===== config.mk =====
export PLATFORM = sky130hd
export DESIGN_NAME = timer_sequencer
export DESIGN_NICKNAME = d
export VERILOG_FILES = /design/src/rtl/timer_seq_pkg.sv /design/src/rtl/timer_seq_fifo.sv /design/src/rtl/timer_sequencer.sv
export SDC_FILE = /design/constraint.sdc
export NUM_CORES = 1
export LEC_CHECK = 0
export CAP_MARGIN = 0
export CORE_ASPECT_RATIO = 1.2
export CORE_UTILIZATION = 30
export DETAILED_ROUTE_END_ITERATION = 10
export SETUP_SLACK_MARGIN = 0.4
export SLEW_MARGIN = 20
export SYNTH_ARGS = -nofsm -noshare
export SYNTH_HDL_FRONTEND = slang
export SYNTH_SLANG_ARGS = --single-unit

===== constraint.sdc =====
create_clock -name clk -period 2.15 [get_ports clk]
set_input_delay 0.3225 -clock clk [delete_from_list [all_inputs] [get_ports clk]]
set_output_delay 0.3225 -clock clk [all_outputs]
set_load 0.05 [all_outputs]

===== src/rtl/timer_seq_pkg.sv =====
// Shared widths and FSM state encodings for the timer sequencer.
package timer_seq_pkg;
    localparam int CYC_W_DEF = 16;
    localparam int TAG_W_DEF = 4;

    localparam logic [2:0] ST_IDLE = 3'd0;
    localparam logic [2:0] ST_LOAD = 3'd1;
    localparam logic [2:0] ST_ARM  = 3'd2;
    localparam logic [2:0] ST_WAIT = 3'd3;
    localparam logic [2:0] ST_DONE = 3'd4;
endpackage


===== src/rtl/timer_seq_fifo.sv =====
// Synchronous FIFO with registered full/empty flags; the head entry is visible on rdata.
module timer_seq_fifo #(
    parameter int DEPTH = 4,
    parameter int W     = 20,
    localparam int AW   = $clog2(DEPTH),
    localparam int CW   = AW + 1
) (
    input  logic          clk,
    input  logic          reset,
    input  logic          push,
    input  logic          pop,
    input  logic [W-1:0]  wdata,
    output logic [W-1:0]  rdata,
    output logic          full,
    output logic          empty,
    output logic [CW-1:0] count
);
    logic [W-1:0]  mem [DEPTH];
    logic [AW-1:0] wr_ptr, rd_ptr;
    logic [CW-1:0] count_next;
    logic          do_push, do_pop;

    assign do_push = push && !full;
    assign do_pop  = pop && !empty;
    assign rdata   = mem[rd_ptr];

    always_comb begin
        count_next = count;
        case ({do_push, do_pop})
            2'b10:   count_next = count + CW'(1);
            2'b01:   count_next = count - CW'(1);
            default: count_next = count;
        endcase
    end

    always_ff @(posedge clk) begin
        if (do_push) mem[wr_ptr] <= wdata;
    end

    // Flags come from the next count so they are plain flops, not decodes.
    always_ff @(posedge clk) begin
        if (reset) begin
            wr_ptr <= '0;
            rd_ptr <= '0;
            count  <= '0;
            full   <= 1'b0;
            empty  <= 1'b1;
        end else begin
            if (do_push) wr_ptr <= wr_ptr + AW'(1);
            if (do_pop)  rd_ptr <= rd_ptr + AW'(1);
            count <= count_next;
            full  <= (count_next == CW'(DEPTH));
            empty <= (count_next == '0);
        end
    end
endmodule


===== src/rtl/timer_sequencer.sv =====
// Queues tagged interval requests and issues them one at a time to a one-shot timer.
// Define TIMER_SEQUENCER_FORMAL_EN to elaborate the assertions, covers and timer assumption.
module timer_sequencer
    import timer_seq_pkg::*;
#(
    parameter int DEPTH = 4,
    parameter int CYC_W = CYC_W_DEF,
    parameter int TAG_W = TAG_W_DEF,
    localparam int PW   = $clog2(DEPTH) + 1
) (
    input  logic             clk,
    input  logic             reset,
    input  logic             req_valid,
    output logic             req_ready,
    input  logic [CYC_W-1:0] req_cycles,
    input  logic [TAG_W-1:0] req_tag,
    output logic             tmr_load,
    output logic [CYC_W-1:0] tmr_cycles,
    input  logic             tmr_busy,
    output logic             done,
    output logic [TAG_W-1:0] done_tag,
    output logic             done_err,
    output logic [PW-1:0]    pending
);
    logic [2:0]             state;
    logic [TAG_W-1:0]       cur_tag;
    logic                   fifo_full, fifo_empty, push, pop;
    logic [CYC_W+TAG_W-1:0] head;
    logic [CYC_W-1:0]       head_cycles;
    logic [TAG_W-1:0]       head_tag;

    assign req_ready   = !fifo_full;
    assign push        = req_valid && req_ready;
    assign pop         = (state == ST_IDLE) && !fifo_empty && !tmr_busy;
    assign head_cycles = head[TAG_W +: CYC_W];
    assign head_tag    = head[TAG_W-1:0];

    timer_seq_fifo #(.DEPTH(DEPTH), .W(CYC_W + TAG_W)) u_fifo (
        .clk   (clk),
        .reset (reset),
        .push  (push),
        .pop   (pop),
        .wdata ({req_cycles, req_tag}),
        .rdata (head),
        .full  (fifo_full),
        .empty (fifo_empty),
        .count (pending)
    );

    // Strobes default low each cycle; each state sets what it drives.
    always_ff @(posedge clk) begin
        if (reset) begin
            state      <= ST_IDLE;
            cur_tag    <= '0;
            tmr_load   <= 1'b0;
            tmr_cycles <= '0;
            done       <= 1'b0;
            done_tag   <= '0;
            done_err   <= 1'b0;
        end else begin
            tmr_load   <= 1'b0;
            tmr_cycles <= '0;
            done       <= 1'b0;
            done_tag   <= '0;
            done_err   <= 1'b0;
            case (state)
                ST_IDLE: if (pop) begin
                    cur_tag <= head_tag;
                    if (head_cycles == '0) begin
                        state    <= ST_DONE;
                        done     <= 1'b1;
                        done_tag <= head_tag;
                        done_err <= 1'b1;
                    end else begin
                        state      <= ST_LOAD;
                        tmr_load   <= 1'b1;
                        tmr_cycles <= head_cycles;
                    end
                end
                ST_LOAD: state <= ST_ARM;
                // A timer that is not busy right after a load never started.
                ST_ARM: if (tmr_busy) begin
                    state <= ST_WAIT;
                end else begin
                    state    <= ST_DONE;
                    done     <= 1'b1;
                    done_tag <= cur_tag;
                    done_err <= 1'b1;
                end
                ST_WAIT: if (!tmr_busy) begin
                    state    <= ST_DONE;
                    done     <= 1'b1;
                    done_tag <= cur_tag;
                end
                ST_DONE: state <= ST_IDLE;
                default: state <= ST_IDLE;
            endcase
        end
    end

`ifdef TIMER_SEQUENCER_FORMAL_EN
    // The timer reports busy in the cycle after every non-zero load.
    assume property (@(posedge clk) disable iff (reset) $past(tmr_load) |-> tmr_busy);

    a_load_idle:  assert property (@(posedge clk) disable iff (reset) tmr_load |-> !tmr_busy);
    a_load_nz:    assert property (@(posedge clk) disable iff (reset) tmr_load |-> tmr_cycles != '0);
    a_done_src:   assert property (@(posedge clk) disable iff (reset)
                                   done |-> ($past(state) == ST_WAIT || done_err));
    a_pending:    assert property (@(posedge clk) disable iff (reset) pending <= PW'(DEPTH));
    a_no_ovf:     assert property (@(posedge clk) disable iff (reset) fifo_full |-> !push);

    c_done_ok:    cover property (@(posedge clk) done && !done_err);
    c_done_err:   cover property (@(posedge clk) done && done_err);
    c_full:       cover property (@(posedge clk) fifo_full);
`endif
endmodule


Word-level counts from Yosys, hierarchy flattened
Memories as Yosys holds them, arrays and structs flattened. A register that Yosys moved wholly into a read port is not among the register bits.
Index checks and enable logic that the tools add are counted.
- logic and storage cells: 63
- bits in writable memories: 80
- memory bits (read-only): 0
- output and inout bits: 27
- memories kept: 1
- input bits: 24
- flip-flop bits (word level): 39
- bits in latches: 0
- memories (memory ; words ; width ; read ports ; clocked after Yosys merged registers in ; write ports ; RTL line ; text):
    u_fifo.mem ; 4 ; 20 ; 1 ; 1 ; 1 ; timer_seq_fifo.sv:18 ; logic [W-1:0] mem [DEPTH];
- order comparisons: 0
- $add $sub $neg: 4
- equality and inequality tests: 8
- divide/modulo/power cells: 0
- shift operators: 0
- multiplexer cells: 20
- $mul: 0
- reduce and logical (&&, ||, !) cells: 16
- bitwise operators: 2
- operators by type and width (kind ; number):
    16-bit logical NOT ; 1
    3-bit 2-to-1 mux ; 4
    4-bit 2-to-1 mux ; 3
    3-bit case mux with 4 select lines ; 1
    4-bit case mux with 2 select lines ; 1
    3-bit by 2-bit == test with 1-bit output (second input constant) ; 2
    3-bit logical NOT ; 2
    1-bit 2-to-1 mux ; 6
    3-bit case mux with 2 select lines ; 1
    1-bit logical AND ; 5
    2-bit by 1-bit adder with 2-bit output (second input constant) ; 2
    2-bit 2-to-1 mux ; 2
    1-bit case mux with 2 select lines ; 2
    2-bit AND reduction ; 2
    4-bit OR reduction ; 1
    3-bit by 1-bit adder with 3-bit output (second input constant) ; 1
    3-bit by 1-bit == test with 1-bit output (second input constant) ; 1
    3-bit == test (second input constant) ; 1
    1-bit logical NOT ; 3
    3-bit OR reduction ; 1
    3-bit by 1-bit subtractor with 3-bit output (second input constant) ; 1
    2-bit by 1-bit == test with 1-bit output (second input constant) ; 1
    2-bit == test (second input constant) ; 1
    2-bit by 1-bit inequality test with 1-bit output (second input constant) ; 1
    3 further kinds ; 4

Depth between registers and ports, before layout
Gate-level depths: netlist of run 1.
- depth after elaboration: 7
- gate-level depth with buffers: 10
- depth with buffers taken out: 9

Hierarchy
A second synthesis of run 1 with hierarchy kept.
- cell total of the unflattened synthesis: 257
- area total of the unflattened synthesis: 4546.9 µm²
- by module, submodules not included (module ; seq. area each (µm²) ; instances ; cells each ; area an instance (µm²)):
    timer_seq_fifo ; 2622.5 ; 1 ; 162 ; 3422.0
    timer_sequencer ; 600.6 ; 1 ; 95 ; 1124.8

Worst setup path after synthesis of run 1
No wires, ideal clock.
- path type: register to register
- start point: register state[0]
- end point: register u_fifo.full
- required time: 2.084 ns
- buffers on the path: 1
- slack: -0.199 ns
- stages on the path, launching flop included: 11
- clock period less this slack: 2.349 ns
- arrival time: 2.283 ns
- library setup time: 0.066 ns
- path through: dfxtp_1 nor4_1 nand2_1 inv_1 clkbuf_1 ha_1 fa_1 xnor2_1 or3_1 a21oi_1 nor2b_1
- cells in the longest elaborated chain, start to end: 7
- elaborated cells on any way between the ends: 8
- classes of those cells: 3 x eq/ne; 1 x mux; 4 x reduce/logical
- ends and longest elaborated chain (item ; RTL line ; text):
    start, declared ; timer_sequencer.sv:25 ; logic [2:0] state;
    start signal, assigned ; timer_sequencer.sv:53 ; state <= ST_IDLE;
    start signal, assigned ; timer_sequencer.sv:70 ; state <= ST_DONE;
    start signal, assigned ; timer_sequencer.sv:75 ; state <= ST_LOAD;
    3-bit logical NOT * ; timer_sequencer.sv:34 ; assign pop = (state == ST_IDLE) && !fifo_empty && !tmr_busy;
    1-bit logical AND * (2 in series) ; timer_sequencer.sv:34 ;
    1-bit logical AND * ; timer_seq_fifo.sv:24 ; assign do_pop = pop && !empty;
    2-bit by 1-bit == test with 1-bit output or 2-bit == test (tied branches) ; timer_seq_fifo.sv:29 ; case ({do_push, do_pop})
    3-bit case mux with 2 select lines * ; timer_seq_fifo.sv:29 ;
    3-bit == test * ; timer_seq_fifo.sv:52 ; full <= (count_next == CW'(DEPTH));
    end signal, assigned ; timer_seq_fifo.sv:52 ;
    end, declared ; timer_seq_fifo.sv:14 ; output logic full,
Every way passes the cells marked *; elsewhere a longest branch is shown, timed or not.
A chain may end at the register's enable or synchronous reset.

==> flow_metrics.env, run 1 <==
export IMPL_status="finished with violations"
export IMPL_failed_checks="design-rule violations"
export IMPL_rsz0062_at_grt="yes"
export IMPL_maxCapViolCount=0
export IMPL_num_fill_cells=1237
export IMPL_synth_edf_count=80
export IMPL_yosys_warnings=0
export IMPL_ys_seq_area_share_pct=74.3
export IMPL_place_ws_ps=-266
export IMPL_synth_seq_cells=121
export IMPL_syn_nets=287
export IMPL_yosysTopAreaCellShare_pct=55.3
export IMPL_tightestPinTransition_ps=508
export IMPL_crit_end="tmr_cycles[6]"
export IMPL_r2r_setup_slack_ps=80
export IMPL_r2r_end="tmr_cycles[6]"
export IMPL_synthArstFlopShare_pct=0
export IMPL_antenna_found_initial=0
export IMPL_yosysUniqueCellTypes=31
export IMPL_worstPathRequired_ps=2460
export IMPL_clk_pin_slew_worst_paths_ps=60
export IMPL_multiInputGateArea_um2=1160
export IMPL_p_leak_nw=2.23
export IMPL_path_class="flip-flop to flip-flop"
export IMPL_dr_pass1_iters=7
export IMPL_via_per_inst=4.66
export IMPL_critPathArrivalTime_ps=2370
export IMPL_hp_start="tmr_busy"
export IMPL_seq_area_um2=3230
export IMPL_start_util_pct=31.1
export IMPL_gp_congestion=0.716
export IMPL_coreArea_um2=13900
export IMPL_total_power_w=0.00694
export IMPL_worst_slack_ps=82.7
export IMPL_reg2regPathDepth=6
export IMPL_area_delta_synth_final_pct=38.6
export IMPL_synthCells=257
export IMPL_ys_flop_type="edfxtp_1"
export IMPL_cts_sinks=121
export IMPL_ant_nets=0
export IMPL_start_kind="flip-flop"
export IMPL_layout_common_cells="edfxtp_1 (80), dfxtp_1 (37), dlygate4sd2_1 (25)"
export IMPL_clkLatencyLatePin_ps=420
export IMPL_htree_levels=4
export IMPL_drt_wl_total_mm=8.62
export IMPL_fin_crit_ps=2070
export IMPL_drive_above_1_share_pct=28.2
export IMPL_drc=5
export IMPL_grt_max_degree=21
export IMPL_whs_ps=417
export IMPL_drv_slew=0
export IMPL_cts_made_buffers=17
export IMPL_nets=372
export IMPL_io_pins=51
export IMPL_portBuffers=50
export IMPL_vias=2452
export IMPL_fmax_mhz=484
export IMPL_first_global_vias=2509
export IMPL_wl_per_cell_um=16.4
export IMPL_root_buffer="clkbuf_16"
export IMPL_die_x_um=112
export IMPL_rows=47
export IMPL_synth_largest_area_cell="edfxtp_1"
export IMPL_grt_pass1_wl_mm=13.4
export IMPL_cts_buffer_depth=2
export IMPL_die_area_um2=15000
export IMPL_relSlewSlack_pct=66.2
export IMPL_endpoint_kind="flip-flop"
export IMPL_critPathMaxFanout=9
export IMPL_cts_tree="built"
export IMPL_first_iter_violations=124
export IMPL_dp_hpwl_mm=5.34
export IMPL_final_period_utilization_pct=96.2
export IMPL_layout_commonest_cell="edfxtp_1"
export IMPL_fp_dieH_um=134
export IMPL_diodes=0
export IMPL_synth_area_um2=4340
export IMPL_syn_area_per_cell_um2=16.9
export IMPL_grt_total_usage_pct=12.5
export IMPL_max_vdd_ir_drop_uv=573
export IMPL_hold_viol=0
export IMPL_fin_tns_setup_ps=0
export IMPL_powerDensity_nw_per_um2=1150
export IMPL_synth_area_leaders="edfxtp_1 (55%), dfxtp_1 (19%), mux4_2 (10%)"
export IMPL_setup_viol=0
export IMPL_fin_skew_ps=9.40
export IMPL_overflow=0
export IMPL_hold_class="primary input to flip-flop"
where the power goes:
part	total, W	internal (W)	switching, W
Clock	0.00285	0.00182	0.00104
Combinational	0.00129	0.000583	0.000708
Sequential	0.00280	0.00270	0.0000964
Total	0.00694	0.00510	0.00184
sequential cells by signal (all words and copies together), names as in the netlist, named ones only:
name,cells
u_fifo.rd_ptr,2
u_fifo.wr_ptr,2
tmr_cycles,16
u_fifo.mem,80
tmr_load,1
u_fifo.full,1
u_fifo.empty,1
done_err,1
state,3
done,1
done_tag,4
u_fifo.count,3
cur_tag,4
logic make-up after synthesis:
| group | after synthesis | share of synthesized area, % |
|---|---|---|
| adders and majority gates | 6 | 1.90 |
| muxes | 21 | 10.6 |
| xor gates and xnor gates | 5 | 1.01 |
| DFF | 121 | 74.3 |
| AOI/OAI and AO/OA | 18 | 2.33 |
| buffers and inverters | 18 | 1.70 |
| and+or+nand+nor | 68 | 8.19 |
how the worst min path moves through the flow:
stage | end | slack (ps) | cells past startpoint
after floorplan | u_fifo.mem[0][0] | 420 | 0
after global placement | done_tag[2] | 440 | 2
after detailed placement | done_tag[2] | 440 | 2
after CTS | done_tag[2] | 450 | 2
after global routing | state[0] | 420 | 4
final | state[0] | 420 | 4
metal layers:
metal  global-route usage, %  wire length [µm]  vias to the layer above
met5                       0                 0                        -
met4                    7.51               169                        0
met3                    4.05               392                       11
met2                    20.9              4400                       57
met1                    13.7              3650                     1237
li1                        -                 -                     1147
metrics by stage:
| step | util (%) | cell area, µm² | instances |
|---|---|---|---|
| final | 43.2 | 6010 | 526 |
| after global routing | 43.2 | 6010 | 526 |
| after CTS | 42.4 | 5910 | 521 |
| after detailed placement | 38.0 | 5300 | 487 |
| after global placement | 38.0 | 5300 | 487 |
| after floorplan | - | 4440 | 257 |
layout make-up:
type / count / share of cell area [%]
Inverter: 7 / 0.437
Timing Repair Buffer: 77 / 12.9
Clock buffer: 17 / 7.07
Clock inverter: 15 / 2.95
Tap cell: 171 / 3.56
Sequential cell: 121 / 53.8
Multi-Input combinational cell: 118 / 19.4
synthesized netlist by cell type (3+ instances only):
cell / n
nand2_1: 17
mux4_2: 20
a21oi_1: 8
dfxtp_1: 41
xnor2_1: 3
o21ai_1: 5
and3_1: 16
clkbuf_1: 8
nand3_1: 5
edfxtp_1: 80
inv_1: 7
and2_1: 4
nor4_1: 7
ha_1: 5
nor2_1: 11
worst max-delay path, cell delays in order, from the launching register on:
cell,delay [ps]
dfxtp_4,390
buf_12,130
mux4_2,540
nor4_4,350
nand4_1,190
buf_4,210
and3_1,150
timing repair:
action                     4_1_cts  5_1_grt
resized for setup               33       14
cloned                           0        1
setup buffers                    2        4
hold buffers                     0        0
pin swaps                        3        4
setup endpoints to repair       55       31
(Power assumes the default switching activity.)
==> inputs of run 2 (changes only) <==
--- a/config.mk
+++ b/config.mk
@@ -5,8 +5,8 @@
 export SDC_FILE = /design/constraint.sdc
 export NUM_CORES = 1
 export LEC_CHECK = 0
-export CAP_MARGIN = 0
 export CORE_ASPECT_RATIO = 1.2
+export CORE_MARGIN = 2
 export CORE_UTILIZATION = 30
 export DETAILED_ROUTE_END_ITERATION = 10
 export SETUP_SLACK_MARGIN = 0.4
@@ -14,3 +14,4 @@
 export SYNTH_ARGS = -nofsm -noshare
 export SYNTH_HDL_FRONTEND = slang
 export SYNTH_SLANG_ARGS = --single-unit
+export TNS_END_PERCENT = 20
==> flow_metrics.env, run 2 (synthesis gave the netlist of run 1 again) <==
export IMPL_status="finished, final reports clean"
export IMPL_powerDensity_nw_per_um2=1110
export IMPL_worstPathRequired_ps=2440
export IMPL_layout_common_cells="edfxtp_1 (80), dfxtp_1 (37), dlymetal6s2s_1 (28)"
export IMPL_fin_crit_ps=2050
export IMPL_ant_nets=0
export IMPL_cts_tree="built"
export IMPL_die_x_um=114
export IMPL_p_sw_share_pct=25.4
export IMPL_p_comb_share_pct=18.9
export IMPL_die_area_um2=15500
export IMPL_drc=0
export IMPL_drt_wl_total_mm=8.37
export IMPL_cts_sinks=121
export IMPL_power_switching_w=0.00168
export IMPL_clkLatencyLatePin_ps=400
export IMPL_worst_slack_ps=96.6
export IMPL_area_delta_synth_final_pct=38.3
export IMPL_rsz0062_at_grt="yes"
export IMPL_cts_hold_buf=0
export IMPL_grt_max_degree=21
export IMPL_fmax_mhz=487
export IMPL_drv_slew=0
export IMPL_relSlewSlack_pct=64.1
export IMPL_largest_registers="u_fifo.mem (80), tmr_cycles (16)"
export IMPL_setup_viol=0
export IMPL_layout_commonest_cell="edfxtp_1"
export IMPL_dr_pass1_iters=4
export IMPL_overflow=0
export IMPL_r2r_end="tmr_cycles[15]"
export IMPL_dp_cells=492
export IMPL_first_global_vias=2571
export IMPL_fp_dieH_um=136
export IMPL_path_class="flip-flop to flip-flop"
export IMPL_first_iter_violations=134
export IMPL_clock_power_share_pct=39.0
export IMPL_drive_above_1_share_pct=25.3
export IMPL_endpoint_kind="flip-flop"
export IMPL_r2r_setup_slack_ps=100
export IMPL_p_seq_share_pct=42.1
export IMPL_dp_hpwl_mm=5.69
export IMPL_cts_buffer_depth=2
export IMPL_final_period_utilization_pct=95.5
export IMPL_grt_total_usage_pct=11.7
export IMPL_hold_viol=0
export IMPL_coreArea_um2=14300
export IMPL_gp_congestion=0.700
export IMPL_via_per_inst=4.67
export IMPL_hp_start="tmr_busy"
export IMPL_vias=2460
export IMPL_tightestPinTransition_ps=538
export IMPL_critPathMaxFanout=12
export IMPL_io_pins=51
export IMPL_clk_pin_slew_worst_paths_ps=50
export IMPL_wl_per_cell_um=15.9
export IMPL_largest_register_ffs=80
export IMPL_intPower_w=0.00496
export IMPL_p_leak_nw=2.57
export IMPL_antenna_found_initial=0
export IMPL_diodes=0
export IMPL_fin_cells=527
export IMPL_rows=48
export IMPL_reg2regPathDepth=6
export IMPL_start_util_pct=30.4
export IMPL_hold_class="primary input to flip-flop"
export IMPL_cts_made_buffers=17
export IMPL_maxCapViolCount=0
export IMPL_htree_levels=4
export IMPL_portBuffers=50
export IMPL_place_ws_ps=-269
export IMPL_start_kind="flip-flop"
export IMPL_root_buffer="clkbuf_16"
export IMPL_grt_pass1_wl_mm=13.2
export IMPL_max_vdd_ir_drop_uv=475
export IMPL_hold_end="state[1]"
export IMPL_whs_path_depth=4
export IMPL_nets=369
export IMPL_critPathArrivalTime_ps=2340
export IMPL_fin_skew_ps=7.19
export IMPL_regMostFlops="u_fifo.mem"
[run 2: cell count changes in the layout (fill, tap and decap cells not counted), sizes merged]
cell,previous run,this run
buf,26,24
bufinv,3,0
clkbuf,19,25
clkdlybuf4s15,1,0
clkinv,3,6
clkinvlp,8,1
dlygate4sd2,25,0
dlymetal6s2s,1,28
inv,8,7
[run 2: metrics by stage]
stage	total power [W]	utilization [%]	setup TNS [ps]	cell area, µm²	hold WS [ps]
2_1_floorplan	0.00364	-	0	4440	421
3_3_place_gp	0.00403	37.2	-445	5310	443
3_5_place_dp	0.00407	37.2	-677	5310	446
4_1_cts	0.00672	41.4	0	5910	454
5_1_grt	0.00694	42.0	-403	6000	440
6_report	0.00664	42.0	0	6000	410
[run 2: layout make-up]
class | count | area [µm²]
multi-input combinational | 118 | 1130
clock buffer | 25 | 528
sequential | 121 | 3230
fill | 1286 | 8290
tap | 175 | 219
inverter | 7 | 26.3
clock inverter | 7 | 37.5
timing repair buffer | 74 | 830
[run 2: repair_timing]
| action | 4_1_cts | 5_1_grt |
|---|---|---|
| endpoints found under the setup margin | 56 | 56 |
| setup buffers | 1 | 2 |
| resized for setup | 4 | 30 |
| pin swaps | 2 | 3 |
[run 2: power groups by stage]
stage	sequential, W	combinational [W]	clock, W
global placement	0.00284	0.00120	0
floorplan	0.00301	0.000633	0
finish	0.00280	0.00125	0.00259
global route	0.00282	0.00136	0.00277
detailed placement	0.00285	0.00122	0
CTS	0.00280	0.00127	0.00265
[run 2: routing by layer]
layer  up-vias  wire length [µm]  GRT usage (%)
met5         -                 0              0
li1       1146                 -              -
met2        52              4700           21.1
met3        10               369           3.85
met1      1252              3190           12.1
met4         0               119           5.83
[run 2: how the worst max path moves through the flow]
stage,slack (ps),start,cells past startpoint,to
floorplan,170,tmr_busy,10,u_fifo.full
global placement,-200,req_valid,9,u_fifo.full
detailed placement,-270,tmr_busy,10,u_fifo.full
CTS,70,flip-flop,6,tmr_cycles[15]
global route,-40,flip-flop,6,tmr_cycles[9]
finish,100,flip-flop,6,tmr_cycles[15]
[run 2: worst max-delay path, cell delays in order (launching register included)]
cell and delay [ps]:
dfxtp_2 360, buf_12 160, mux4_2 560, nor4_4 320, nand4_1 150, buf_4 200
and3_1 180
==> inputs of run 3 (changes only) <==
--- a/config.mk
+++ b/config.mk
@@ -8,6 +8,7 @@
 export CORE_ASPECT_RATIO = 1.2
 export CORE_MARGIN = 2
 export CORE_UTILIZATION = 30
+export CTS_BUF_LIST = sky130_fd_sc_hd__clkbuf_16
 export DETAILED_ROUTE_END_ITERATION = 10
 export SETUP_SLACK_MARGIN = 0.4
 export SLEW_MARGIN = 20
==> flow_metrics.env, run 3 (synthesis gave the netlist of run 1 again) <==
export IMPL_grt_pass1_wl_mm=13.4
export IMPL_endpoint_kind="flip-flop"
export IMPL_grt_max_degree=21
export IMPL_clk_pin_slew_worst_paths_ps=50
export IMPL_worst_slack_ps=59.8
export IMPL_via_per_inst=4.66
export IMPL_overflow=0
export IMPL_first_global_vias=2590
export IMPL_tightestPinTransition_ps=538
export IMPL_largest_register_ffs=80
export IMPL_ant_nets=0
export IMPL_fin_cells=528
export IMPL_diodes=0
export IMPL_start_util_pct=30.4
export IMPL_max_vdd_ir_drop_uv=476
export IMPL_root_buffer="clkbuf_16"
export IMPL_cts_hold_buf=0
export IMPL_layout_common_cells="edfxtp_1 (80), dfxtp_1 (37), dlymetal6s2s_1 (28)"
export IMPL_cts_made_buffers=17
export IMPL_p_leak_nw=2.57
export IMPL_die_x_um=114
export IMPL_fmax_mhz=478
export IMPL_hold_class="primary input to flip-flop"
export IMPL_cts_tree="built"
export IMPL_rows=48
export IMPL_relSlewSlack_pct=64.1
export IMPL_hold_viol=0
export IMPL_grt_total_usage_pct=11.9
export IMPL_dp_cells=492
export IMPL_die_area_um2=15500
export IMPL_powerDensity_nw_per_um2=1090
export IMPL_critPathMaxFanout=12
export IMPL_rsz0062_at_grt="yes"
export IMPL_largest_registers="u_fifo.mem (80), tmr_cycles (16)"
export IMPL_area_delta_synth_final_pct=37.8
export IMPL_multiInputGateArea_um2=1130
export IMPL_vias=2460
export IMPL_gp_congestion=0.700
export IMPL_htree_levels=4
export IMPL_cts_sinks=121
export IMPL_coreArea_um2=14300
export IMPL_clkLatencyLatePin_ps=410
export IMPL_fin_skew_ps=8.20
export IMPL_wl_per_cell_um=16.1
export IMPL_final_period_utilization_pct=97.2
export IMPL_place_ws_ps=-269
export IMPL_drc=0
export IMPL_status="finished, final reports clean"
export IMPL_start_kind="flip-flop"
export IMPL_path_class="flip-flop to flip-flop"
export IMPL_critPathArrivalTime_ps=2380
export IMPL_fin_crit_ps=2090
export IMPL_num_fill_cells=1290
export IMPL_first_iter_violations=130
export IMPL_nets=370
export IMPL_io_pins=51
export IMPL_regMostFlops="u_fifo.mem"
export IMPL_maxCapViolCount=0
export IMPL_drt_wl_total_mm=8.52
export IMPL_cts_buffer_depth=2
export IMPL_drive_above_1_share_pct=24.6
export IMPL_portBuffers=50
export IMPL_layout_commonest_cell="edfxtp_1"
export IMPL_dp_hpwl_mm=5.69
export IMPL_setup_viol=0
export IMPL_worstPathRequired_ps=2440
export IMPL_seq_area_um2=3230
export IMPL_antenna_found_initial=0
export IMPL_drv_slew=0
export IMPL_dr_pass1_iters=4
export IMPL_fp_dieH_um=136
[run 3: layer usage]
layer  share of wire, %  global-route usage, %  vias to the layer above
met3                3.8                   3.85                       15
met2                 56                   21.5                       54
met1                 38                   12.3                     1245
met5                  0                      0                        -
li1                   -                      -                     1146
met4                2.1                   5.83                        0
[run 3: path summary, 6_finish.rpt]
check	endpoint	startpoint	cells past startpoint	slack, ps
setup reg to reg	tmr_cycles[15]	flip-flop	6	60
setup / recovery	tmr_cycles[15]	flip-flop	6	60
hold reg to reg	done_tag[1]	cur_tag[1]	2	450
hold / removal	state[1]	tmr_busy	4	410
[run 3: where the power goes]
| group | switching (W) | internal, W | total [W] |
|---|---|---|---|
| Combinational | 0.000693 | 0.000574 | 0.00127 |
| Clock | 0.000913 | 0.00156 | 0.00248 |
| Sequential | 0.0000939 | 0.00270 | 0.00280 |
[run 3: what timing repair did]
item,in CTS,in global routing
setup buffers,1,3
gates resized for setup,4,30
setup endpoints to repair,56,56
cloned,0,0
pin swaps,2,4
[run 3: stage by stage]
step	total power, W	setup TNS, ps	hold WS [ps]	area (µm²)	utilization [%]
6_report	0.00654	0	408	5980	41.8
5_1_grt	0.00684	-608	440	5980	41.8
4_1_cts	0.00660	0	454	5880	41.2
3_5_place_dp	0.00407	-677	446	5310	37.2
3_3_place_gp	0.00403	-445	443	5310	37.2
2_1_floorplan	0.00364	0	421	4440	-
[run 3: final cells by class]
cell class | instances | share of cell area (%)
Multi-Input combinational cell | 118 | 19.0
Clock buffer | 19 | 7.95
Inverter | 7 | 0.439
Timing Repair Buffer | 75 | 14.0
Tap cell | 175 | 3.66
Clock inverter | 13 | 1.00
Sequential cell | 121 | 54.0
[run 3: critical path, stage by stage (launching register included)]
cell     delay [ps]
dfxtp_2         360
buf_12          160
mux4_2          570
nor4_4          350
nand4_1         150
buf_4           200
and3_1          180
==> RTL change, RTL diff (settings of run 1) <==
The package constant `TAG_W_DEF` goes from 4 to 5.
--- a/src/rtl/timer_seq_pkg.sv
+++ b/src/rtl/timer_seq_pkg.sv
@@ -3,3 +3,3 @@
     localparam int CYC_W_DEF = 16;
-    localparam int TAG_W_DEF = 4;
+    localparam int TAG_W_DEF = 5;
 
Interface: changed (resized done_tag and req_tag); port bits go from 51 to 53. No check against the original RTL was run, so the function may have changed too.
==> RTL change against run 1 <==
  * The run ends with negative setup slack left
  * Non-clock buffer count increased by 16
  * Wire length increased by 8.3%
  * Total power increased by 4.2%
  * Final cell count increased by 11%
  * Synthesized cell count grew 3.5%
  * Highest routed layer unchanged
  * Final area is 9.6% higher
  * Setup slack worse by 130 ps
  * Sequential cell count is 6 higher
  * Via count rose by 5.5%
  * Sequential power grew 4%
  * Area after synthesis increased by 6.5%
==> RTL change: results (changes against run 1) <==
[place]
dp_hpwl_mm=5.81  ; was 5.34 mm
dp.cells=537  ; was 487
preCtsSetupSlack_ps=-600  ; was -266 ps
place_area_mm2=0.00574  ; was 0.00530 mm^2
gp_congestion=0.744  ; was 0.716

[timing]
setup_viol=27  ; was 0
fin_hold_ws_ps=424  ; was 417 ps
layout_setup_ws_ps=-49.1  ; was 82.7 ps

[yosys]
yosys-top-cells-count=edfxtp_1, dfxtp_1, mux4_2, nor3b_1, nand2_1  ; was edfxtp_1, dfxtp_1, mux4_2
synth_cell_type_count=33  ; was 31
ys_seq_area_share_pct=73.2  ; was 74.3%
yosys.area_share.xor_xnor_pct=0.947  ; was 1.01%
synth-compound-area-share_pct=3.03  ; was 2.33%
yosys-mux-area-fraction_pct=10.5  ; was 10.6%

[setup_path]
crit_arrival_ps=2500  ; was 2370 ps
timing.rr.end=tmr_cycles[13]$_SDFF_PP0_  ; was tmr_cycles[6]$_SDFF_PP0_
ff2ff_path_depth=8  ; was 6
crit_fanout=8  ; was 9

[grt]
grt_pass1_wl_mm=14.4  ; was 13.4 mm
first_global_vias=2711  ; was 2,509
grt_max_degree=22  ; was 21

[power]
p_seq_w=0.00292  ; was 0.00280 W
peakVddDrop_uv=749  ; was 573 uV
p_comb_share_pct=20.3  ; was 18.6%
p_int_w=0.00535  ; was 0.00510 W

[run_status]
failed_checks=negative setup slack  ; was design-rule violations
run_status=finished with violations  ; unchanged

[detailed_routing]
drt_iter0_markers=117  ; was 124
drtPass1Iterations=4  ; was 7
routed_wl_mm=9.33  ; was 8.62 mm

[hold_path]
holdPathStages=3  ; was 4

RTL change: changes by cell type in the layout (fill, tap and decap cells not counted), moves of 5 or more:
cell	change
nand3_1	-5
buf_12	+5
a22o_1	+6
and3_1	-11
nor3b_2	+12
buf_4	+7
o21ai_1	-5
RTL change: repair_timing:
item                                    4_1_cts  5_1_grt
endpoints found under the setup margin       58       30
gates resized for setup                      38       16
hold endpoints to repair                      0        0
setup buffers                                 6        6
pin swaps                                     2        4
cloned                                        1        1
RTL change: per-layer routing:
metal / track usage, % / part of all wire, % / up-vias
li1: - / - / 1224
met1: 14.3 / 41 / 1301
met2: 21.4 / 54 / 49
met3: 3.99 / 3.5 / 13
met4: 5.74 / 1.7 / 0
met5: 0 / 0 / -
RTL change: area by class of cell:
class | count | area share, %
clock buffers | 18 | 6.51
clock inverters | 14 | 2.56
inverters | 9 | 0.512
multi-input cells | 118 | 20.3
flip-flops and latches | 127 | 51.4
well taps | 204 | 3.87
repair buffers | 93 | 14.9
